File: src/rtl/isp_pkg.sv
// Shared ISP definitions: window-controller FSM states, default frame geometry
// and the median sort pipeline depth.
package isp_pkg;

    typedef enum logic [1:0] {
        S_IDLE = 2'd0,
        S_GAP  = 2'd1,
        S_LINE = 2'd2
    } win_state_e;

    localparam int DEF_IMG_W       = 960;
    localparam int DEF_IMG_H       = 540;
    localparam int MEDIAN_PIPE_LAT = 3;
    localparam int ROW_W           = 11;

    // Row counter increment that sticks at all-ones instead of wrapping.
    function automatic logic [ROW_W-1:0] row_sat_inc(input logic [ROW_W-1:0] row);
        return (row == {ROW_W{1'b1}}) ? row : row + ROW_W'(1);
    endfunction

endpackage

File: src/rtl/median_win_ctrl_sync_delay.sv
// sync_delay: fixed-latency, reset-cleared shift register used to realign
// sideband signals with the median pipeline output.
module sync_delay #(
    parameter int W   = 4,
    parameter int LAT = 4
) (
    input  logic         clk,
    input  logic         rst_n,
    input  logic [W-1:0] d,
    output logic [W-1:0] q
);

    logic [W-1:0] stage_r [LAT];

    // Shift chain; reset flushes every stage so nothing stale leaks out.
    always_ff @(posedge clk) begin
        if (!rst_n) begin
            for (int i = 0; i < LAT; i++) begin
                stage_r[i] <= {W{1'b0}};
            end
        end else begin
            stage_r[0] <= d;
            for (int i = 1; i < LAT; i++) begin
                stage_r[i] <= stage_r[i-1];
            end
        end
    end

    assign q = stage_r[LAT-1];

endmodule

File: src/rtl/median_win_ctrl.sv
// 3x3 median window sequencer: pixel position tracking, line-buffer/window
// control and sync realignment. Border flagging needs MEDIAN_EDGE_BYPASS_EN.
module median_win_ctrl
    import isp_pkg::*;
#(
    parameter int IMG_W    = DEF_IMG_W,
    parameter int IMG_H    = DEF_IMG_H,
    parameter int PIPE_LAT = MEDIAN_PIPE_LAT,
    parameter int AW       = $clog2(IMG_W)
) (
    input  logic             clk,
    input  logic             rst_n,
    input  logic             pre_vsync,
    input  logic             pre_hsync,
    input  logic             pre_de,
    output logic             lb_wr_en,
    output logic [AW-1:0]    lb_addr,
    output logic             win_shift,
    output logic             edge_flag,
    output logic             post_vsync,
    output logic             post_hsync,
    output logic             post_de,
    output logic [ROW_W-1:0] row_cnt,
    output logic             frame_err
);

    localparam int CW  = $clog2(IMG_W + 1);
    localparam int LAT = PIPE_LAT + 1;
    localparam logic [CW-1:0]    COL_MAX   = CW'(IMG_W);
    localparam logic [AW-1:0]    ADDR_LAST = AW'(IMG_W - 1);
    localparam logic [ROW_W-1:0] ROW_MAX   = ROW_W'(IMG_H);

    win_state_e       state_r, state_s;
    logic             vsync_d_r, de_d_r;
    logic [CW-1:0]    col_r, col_s, col_eff_s;
    logic [ROW_W-1:0] row_r, row_s;
    logic             frame_err_r, err_s;
    logic             lb_wr_en_r, wr_s;
    logic [AW-1:0]    lb_addr_r, addr_s;
    logic             win_shift_r;
    logic             pix_s, border_s;
    logic             vsync_rise_s, de_rise_s, de_fall_s;

    assign vsync_rise_s = pre_vsync & ~vsync_d_r;
    assign de_rise_s    = pre_de & ~de_d_r;
    assign de_fall_s    = ~pre_de & de_d_r;

    // State, counters and registered control outputs.
    always_ff @(posedge clk) begin
        if (!rst_n) begin
            state_r     <= S_IDLE;
            vsync_d_r   <= 1'b0;
            de_d_r      <= 1'b0;
            col_r       <= {CW{1'b0}};
            row_r       <= {ROW_W{1'b0}};
            frame_err_r <= 1'b0;
            lb_wr_en_r  <= 1'b0;
            lb_addr_r   <= {AW{1'b0}};
            win_shift_r <= 1'b0;
        end else begin
            state_r     <= state_s;
            vsync_d_r   <= pre_vsync;
            de_d_r      <= pre_de;
            col_r       <= col_s;
            row_r       <= row_s;
            frame_err_r <= err_s;
            lb_wr_en_r  <= wr_s;
            lb_addr_r   <= addr_s;
            win_shift_r <= pix_s;
        end
    end

    // Next state and per-pixel control; the first pixel of a line is taken on
    // the de rise itself so the write lands one cycle after it is sampled.
    always_comb begin
        state_s   = state_r;
        col_s     = col_r;
        row_s     = row_r;
        err_s     = frame_err_r;
        col_eff_s = col_r;
        pix_s     = 1'b0;
        wr_s      = 1'b0;
        addr_s    = lb_addr_r;
        if (vsync_rise_s) begin
            state_s = S_GAP;
            row_s   = {ROW_W{1'b0}};
            col_s   = {CW{1'b0}};
            err_s   = 1'b0;
        end else begin
            case (state_r)
                S_IDLE: begin
                    state_s = S_IDLE;
                end
                S_GAP: begin
                    if (de_rise_s) begin
                        state_s   = S_LINE;
                        col_eff_s = {CW{1'b0}};
                        pix_s     = 1'b1;
                        if (row_r == ROW_MAX) begin
                            err_s = 1'b1;
                        end else begin
                            err_s = frame_err_r;
                        end
                    end else begin
                        state_s = S_GAP;
                    end
                end
                S_LINE: begin
                    if (de_fall_s) begin
                        state_s = S_GAP;
                        row_s   = row_sat_inc(row_r);
                    end else if (pre_de) begin
                        pix_s = 1'b1;
                    end else begin
                        pix_s = 1'b0;
                    end
                end
                default: begin
                    state_s = S_IDLE;
                end
            endcase
        end
        if (pix_s) begin
            if (col_eff_s < COL_MAX) begin
                wr_s   = 1'b1;
                addr_s = col_eff_s[AW-1:0];
                col_s  = col_eff_s + CW'(1);
            end else begin
                wr_s   = 1'b0;
                addr_s = ADDR_LAST;
                col_s  = COL_MAX;
                err_s  = 1'b1;
            end
        end else begin
            wr_s = 1'b0;
        end
    end

`ifdef MEDIAN_EDGE_BYPASS_EN
    localparam logic [CW-1:0]    COL_LAST = CW'(IMG_W - 1);
    localparam logic [ROW_W-1:0] ROW_LAST = ROW_W'(IMG_H - 1);

    // Border test on the incoming pixel; the 3x3 window shares its last row/column.
    always_comb begin
        if (pix_s) begin
            border_s = (row_r < ROW_W'(2)) || (col_eff_s < CW'(2)) ||
                       (row_r == ROW_LAST) || (col_eff_s == COL_LAST);
        end else begin
            border_s = 1'b0;
        end
    end
`else
    assign border_s = 1'b0;
`endif

    sync_delay #(
        .W   (4),
        .LAT (LAT)
    ) u_sync_delay (
        .clk   (clk),
        .rst_n (rst_n),
        .d     ({border_s, pre_de, pre_hsync, pre_vsync}),
        .q     ({edge_flag, post_de, post_hsync, post_vsync})
    );

    assign lb_wr_en  = lb_wr_en_r;
    assign lb_addr   = lb_addr_r;
    assign win_shift = win_shift_r;
    assign row_cnt   = row_r;
    assign frame_err = frame_err_r;

endmodule

File: config.mk
export PLATFORM = sky130hd
export DESIGN_NAME = median_win_ctrl
export DESIGN_NICKNAME = d
export VERILOG_FILES = /design/src/rtl/isp_pkg.sv /design/src/rtl/median_win_ctrl_sync_delay.sv /design/src/rtl/median_win_ctrl.sv
export SDC_FILE = /design/constraint.sdc
export NUM_CORES = 1
export LEC_CHECK = 0
export ABC_AREA = 1
export CORE_UTILIZATION = 39
export CTS_CLUSTER_DIAMETER = 100
export DETAILED_ROUTE_END_ITERATION = 16
export PLACE_DENSITY = 0.66
export SKIP_CTS_REPAIR_TIMING = 1
export SYNTH_ARGS = -nofsm -noshare
export SYNTH_HDL_FRONTEND = slang
export SYNTH_SLANG_ARGS = --single-unit
File: constraint.sdc
create_clock -name clk -period 1.71 [get_ports clk]
set_clock_uncertainty 0.15 [all_clocks]
set_input_delay 0.342 -clock clk [delete_from_list [all_inputs] [get_ports clk]]
set_output_delay 0.342 -clock clk [all_outputs]
set_load 0.1 [all_outputs]
# Word level (Yosys, flattened, before mapping)
# Memories as Yosys holds them, arrays and structs flattened.
# Cells that the tools add are included.
# totals
ff_bits	38
latch_bits	0
ramBits	16
mem_bits_ro	0
input_bits	5
output_inout_bits	28
elab_cells	65
n_memories	1
# mem_list
name	words	word_bits	read_ports	rd_clocked_by_memory_dff	write_ports	line_no	source
u_sync_delay.stage_r	4	4	4	0	4	median_win_ctrl_sync_delay.sv:13	logic [W-1:0] stage_r [LAT];
# classes
n_addsub	2
n_mul	0
div_mod_pow	0
magnitude_cmp	1
eq_ne	6
shift	0
muxes	29
bitwise_logic	12
n_reduce_logical	4
# op_table
operator	n
two-way mux 10 bit	7
two-way mux 4 bit	4
two-way mux 1 bit	14
adder 11 x 1 -> 11 bit (second input constant)	1
equality test 11 x 10 -> 1 bit (second input constant)	1
equality test 11 bit (second input constant)	1
adder 10 x 1 -> 10 bit (second input constant)	1
less-than comparator 10 bit (second input constant)	1
NOT 1 bit	5
two-way mux 2 bit	2
OR 1 bit	4
one-hot mux 2 bit (2 select lines)	1
bitwise AND 1 bit	3
!= test 3 bit (second input constant)	1
AND reduction 3 bit	1
equality test 2 x 1 -> 1 bit (second input constant)	1
equality test 2 bit (second input constant)	1
!= test 2 bit (second input constant)	1
one-hot mux 1 bit (2 select lines)	1
AND reduction 2 bit	1
nonzero test 2 bit	1
OR reduction 2 bit	1

# Logic depth before layout (Yosys ltp)
# logic_depth
word_depth	8
depth_mapped	14
depth_no_buf	13

# Hierarchy
# From an unflattened synthesis, not the netlist that was laid out.
# hier_totals
cells_unflattened	318
area_unflattened_um2	2473.6
# by_module_without_submodules
mod	n_inst	cells_per_inst	area_per_inst_um2	seq_area_each_um2
median_win_ctrl	1	268	1989.4	760.7
sync_delay	1	50	484.2	320.3

# Worst setup path after synthesis
# No wires, ideal clock.
# synth_path
path_type	reg-to-reg
startpoint	register row_r[0] (netlist: row_cnt[0])
endpoint	register row_r[3] (netlist: row_cnt[3])
setup_time_ns	0.070
arrival_time_ns	2.097
required_time_ns	1.490
setup_slack_ns	-0.608
stages_incl_launch_ff	9
n_path_buf	1
synth_period_minus_slack_ns	2.318
path_cell_list	dfxtp_1 -> ha_1 -> inv_1 -> nor3_2 -> nand3_1 -> nand2_2 -> buf_4 -> o21ai_1 -> a21oi_1
# synth_via
elab_chain_len	3
word_cells_on_any_way	4
cone_classes	add/sub (1); eq/ne (1); bitwise (1); reduce/logical (1)
# synth_rtl
element	line_no	source
start, declared	median_win_ctrl.sv:36	logic [ROW_W-1:0] row_r, row_s;
start signal, assigned	median_win_ctrl.sv:55	row_r <= {ROW_W{1'b0}};
start signal, assigned	median_win_ctrl.sv:65	row_r <= row_s;
parallel branches: the longest is 3 deep, another holds adder 11 x 1 -> 11 bit	--	
# Several ways; the timed one is not identified.
# A chain may end at the register's enable or synchronous reset.

# Final worst setup path
# layout_path
startpoint	register state_r[1]
endpoint	register col_r[6]
# layout_via
elab_chain_len	6
word_cells_on_any_way	11
cone_classes	add/sub (1); order compare (1); eq/ne (2); mux (6); reduce/logical (1)
# layout_rtl
element	line_no	source
start, declared	median_win_ctrl.sv:33	win_state_e state_r, state_s;
start signal, assigned	median_win_ctrl.sv:61	state_r <= state_s;
equality test 2 x 1 -> 1 bit	median_win_ctrl.sv:90	case (state_r)
two-way mux 10 bit	median_win_ctrl.sv:90	
two-way mux 10 bit	median_win_ctrl.sv:84	if (vsync_rise_s) begin
adder 10 x 1 -> 10 bit / less-than comparator 10 bit (equally long branches)	median_win_ctrl.sv:127, median_win_ctrl.sv:124	
two-way mux 10 bit	median_win_ctrl.sv:124	if (col_eff_s < COL_MAX) begin
two-way mux 10 bit	median_win_ctrl.sv:123	if (pix_s) begin
end signal, assigned	median_win_ctrl.sv:54	col_r <= {CW{1'b0}};
end signal, assigned	median_win_ctrl.sv:64	col_r <= col_s;
end, declared	median_win_ctrl.sv:35	logic [CW-1:0] col_r, col_s, col_eff_s;
# Several ways; a longest one is shown, not always the timed one.

==> impl_metrics.json <==
{
  "area_growth_pct": 45.67,
  "design_area_sq_um": 3344,
  "antenna_found_initial": 0,
  "cts_tree": "done",
  "fin_nets": 387,
  "synth-seq-cells": 48,
  "overflow": 0,
  "violations": "setup timing",
  "reg2regPathDepth": 11,
  "avgRoutedWirePerCell_microns": 10.93,
  "vdd_drop_max_uv": 360.6,
  "viasPerCell": 4.726,
  "finalSetupViolations": 1,
  "cts_buffer_depth": 2,
  "grt_pass1_vias": 1898,
  "wl_microns": 4907,
  "critical_path_class": "register to register",
  "period_share_pct": 101.3,
  "start_util_pct": 41.19,
  "regToRegStartpoint": "state_r[1]$_SDFFE_PP0P_",
  "hold_viol_final": 0,
  "cp.depth": 11,
  "endpoint": "col_r[6]$_SDFFE_PN0P_",
  "port_buffers": 31,
  "fin_cells": 449,
  "dp.cells": 440,
  "clk_latency_ns": 0.30,
  "drv_cap": 0,
  "cp_cell_sequence": "inv_2 -> ha_4 -> nand3_4 -> inv_4 -> nor2_4 -> ha_4 -> nand4_1 -> nor2_1 -> nand2_1 -> nand3_2 -> nand2_1",
  "crit_slowest_cell": "dfxtp_2",
  "die_x_microns": 78.73,
  "rrSetupSlack_ns": -0.02,
  "synth_cell_types": 30,
  "first_pass_iters": 5,
  "cp_max_fo": 5,
  "r2r-end": "col_r[6]$_SDFFE_PN0P_",
  "crit_arrival_ns": 1.79,
  "leakage_nw": 1.465,
  "fin_hold_ws_ns": 0.1362,
  "synthCells": 320,
  "postRouteAntennaNets": 0,
  "pwr-share-comb_pct": 8.9,
  "p_int_mw": 1.468,
  "num_rows": 27,
  "boundaryPins": 33,
  "timing.final.ws_setup_ns": -0.02260,
  "critPathLaunch": "state_r[1]$_SDFFE_PP0P_",
  "layout_min_cycle_time_ns": 1.733,
  "power_mw": 1.943,
  "clkSlewWorstSetupHoldPaths_ns": 0.09,
  "rsz0062_at_grt": "yes",
  "end_kind": "register",
  "status": "finished with violations",
  "p_seq_share_pct": 58.4,
  "final.setup.tns_ns": -0.02260,
  "clock.fmax_mhz": 577.2,
  "layout_common_cells": "nand2_1, inv_1, dfxtp_1",
  "cp-start-kind": "register",
  "dieArea_sq_um": 6198,
  "layout-drive-gt1-share_pct": 29.71,
  "cts.sinks": 48,
  "grt_pass1_wl_microns": 8045,
  "core_sq_um": 5574,
  "p_sw_share_pct": 24.46,
  "ys_warn_count": 0,
  "globalplace.congestion": 0.8819,
  "path_buf_inv": 2,
  "synth_seq_area_share_pct": 41.85,
  "htree_levels": 2,
  "grt_max_degree": 19,
  "die_h_microns": 78.73,
  "numCtsBuffers": 5,
  "utilization_pct": 60.00,
  "cp.required_ns": 1.77,
  "track_usage_pct": 16.27,
  "layout_commonest_cell": "nand2_1",
  "place_hpwl_microns": 3749,
  "place_ws_ns": -0.4488,
  "min_path_type": "input pin to register",
  "drt_iter0_drc": 85,
  "syn_nets": 330,
  "place_area_sq_um": 3204,
  "cellPowerDensity_nw_per_um2": 581.0,
  "synth.avg_cell_area_sq_um": 7.175,
  "synth_area_sq_um": 2296,
  "p_switching_mw": 0.4752,
  "slew_viol_final": 0,
  "drc_errors": 0,
  "antennaDiodeCount": 0,
  "max_stage_delay_ns": 0.36,
  "path_delay_family": "simple AND/OR/NAND/NOR gates",
  "cts_root_buf": "clkbuf_8",
  "num_vias": 2122,
  "power_frac_clock_pct": 32.7
}
worst min path at each step:
| stage | slack [ns] | cells past startpoint | startpoint | endpoint |
|---|---|---|---|---|
| after floorplan | 0.24 | 2 | u_sync_delay.stage_r[0][6]$_SDFF_PN0_ | u_sync_delay.stage_r[0][10]$_SDFF_PN0_ |
| after global placement | 0.24 | 2 | u_sync_delay.stage_r[0][4]$_SDFF_PN0_ | u_sync_delay.stage_r[0][8]$_SDFF_PN0_ |
| after detailed placement | 0.25 | 2 | u_sync_delay.stage_r[0][4]$_SDFF_PN0_ | u_sync_delay.stage_r[0][8]$_SDFF_PN0_ |
| after CTS | 0.27 | 2 | u_sync_delay.stage_r[0][4]$_SDFF_PN0_ | u_sync_delay.stage_r[0][8]$_SDFF_PN0_ |
| after global routing | 0.15 | 3 | pre_vsync | u_sync_delay.stage_r[0][0]$_SDFF_PN0_ |
| final | 0.14 | 3 | pre_vsync | u_sync_delay.stage_r[0][0]$_SDFF_PN0_ |
routing by layer:
layer / part of all wire, % / vias up / GRT usage [%]
met4: 1.2 / 0 / 5.926
met1: 44 / 982 / 19.02
met3: 2.8 / 6 / 3.103
met2: 52 / 34 / 29.30
li1: - / 1100 / -
met5: 0 / - / 0
state kept, by name, summed over array words and instances, names as in the netlist:
name / count
col_r: 10
win_shift: 1
row_cnt: 11
lb_wr_en: 1
frame_err: 1
lb_addr: 10
state_r: 2
u_sync_delay.stage_r: 12
synth_stat cells:
| master | number | area, sq um |
|---|---|---|
| buf_6 | 1 | 11.26 |
| nand4_1 | 4 | 25.02 |
| nand2_2 | 4 | 25.02 |
| inv_1 | 54 | 202.7 |
| nor2_2 | 2 | 12.51 |
| a21oi_2 | 1 | 8.760 |
| nand3_1 | 23 | 115.1 |
| buf_4 | 3 | 22.52 |
| nand3_2 | 3 | 30.03 |
| a31oi_1 | 1 | 6.260 |
| nor2_4 | 4 | 45.04 |
| o21ai_0 | 5 | 25.02 |
| nor3_2 | 1 | 10.01 |
| ha_1 | 5 | 62.56 |
| nor2_8 | 1 | 20.02 |
| nor2_1 | 20 | 75.07 |
| o22ai_1 | 1 | 6.260 |
| nand2_1 | 86 | 322.8 |
| nor3_1 | 6 | 30.03 |
| o21ai_2 | 1 | 8.760 |
| o21a_1 | 8 | 60.06 |
| inv_2 | 6 | 22.52 |
| conb_1 | 1 | 3.750 |
| o2111ai_1 | 1 | 8.760 |
| nand2_4 | 1 | 11.26 |
| clkbuf_1 | 3 | 11.26 |
| o21ai_1 | 6 | 30.03 |
| dfxtp_1 | 48 | 960.9 |
| a21oi_1 | 14 | 70.07 |
| xor2_1 | 6 | 52.55 |
power by group through the flow:
stage / Combinational [mW] / Sequential (mW) / Clock (mW)
after CTS: 0.167 / 1.13 / 0.669
after global placement: 0.165 / 1.16 / 0
after detailed placement: 0.167 / 1.16 / 0
after global routing: 0.186 / 1.14 / 0.703
after floorplan: 0.0772 / 1.19 / 0
final: 0.173 / 1.13 / 0.636
layout make-up:
| class | count | area, sq um |
|---|---|---|
| Clock buffer | 6 | 72.57 |
| Clock inverter | 1 | 5.005 |
| Fill cell | 485 | 2230 |
| Inverter | 60 | 227.7 |
| Multi-Input combinational cell | 205 | 1166 |
| Sequential cell | 48 | 989.7 |
| Tap cell | 72 | 90.09 |
| Timing Repair Buffer | 57 | 793.3 |
worst register-to-register path, stage by stage (launching register included):
cell     delay [ns]
dfxtp_2        0.36
inv_2          0.05
ha_4           0.17
nand3_4        0.11
inv_4          0.05
nor2_4         0.11
ha_4           0.16
nand4_1        0.16
nor2_1         0.15
nand2_1        0.07
nand3_2        0.07
nand2_1        0.04
cell families after synthesis:
logic type | synth area share, %
other | 0.1633
AND/OR/NAND/NOR | 31.44
AO/OA/AOI/OAI | 9.755
adder cells (fa/ha/maj) | 2.725
XOR/XNOR | 2.289
flip-flops | 41.85
buffers and inverters | 11.77
(Power assumes the default switching activity.)
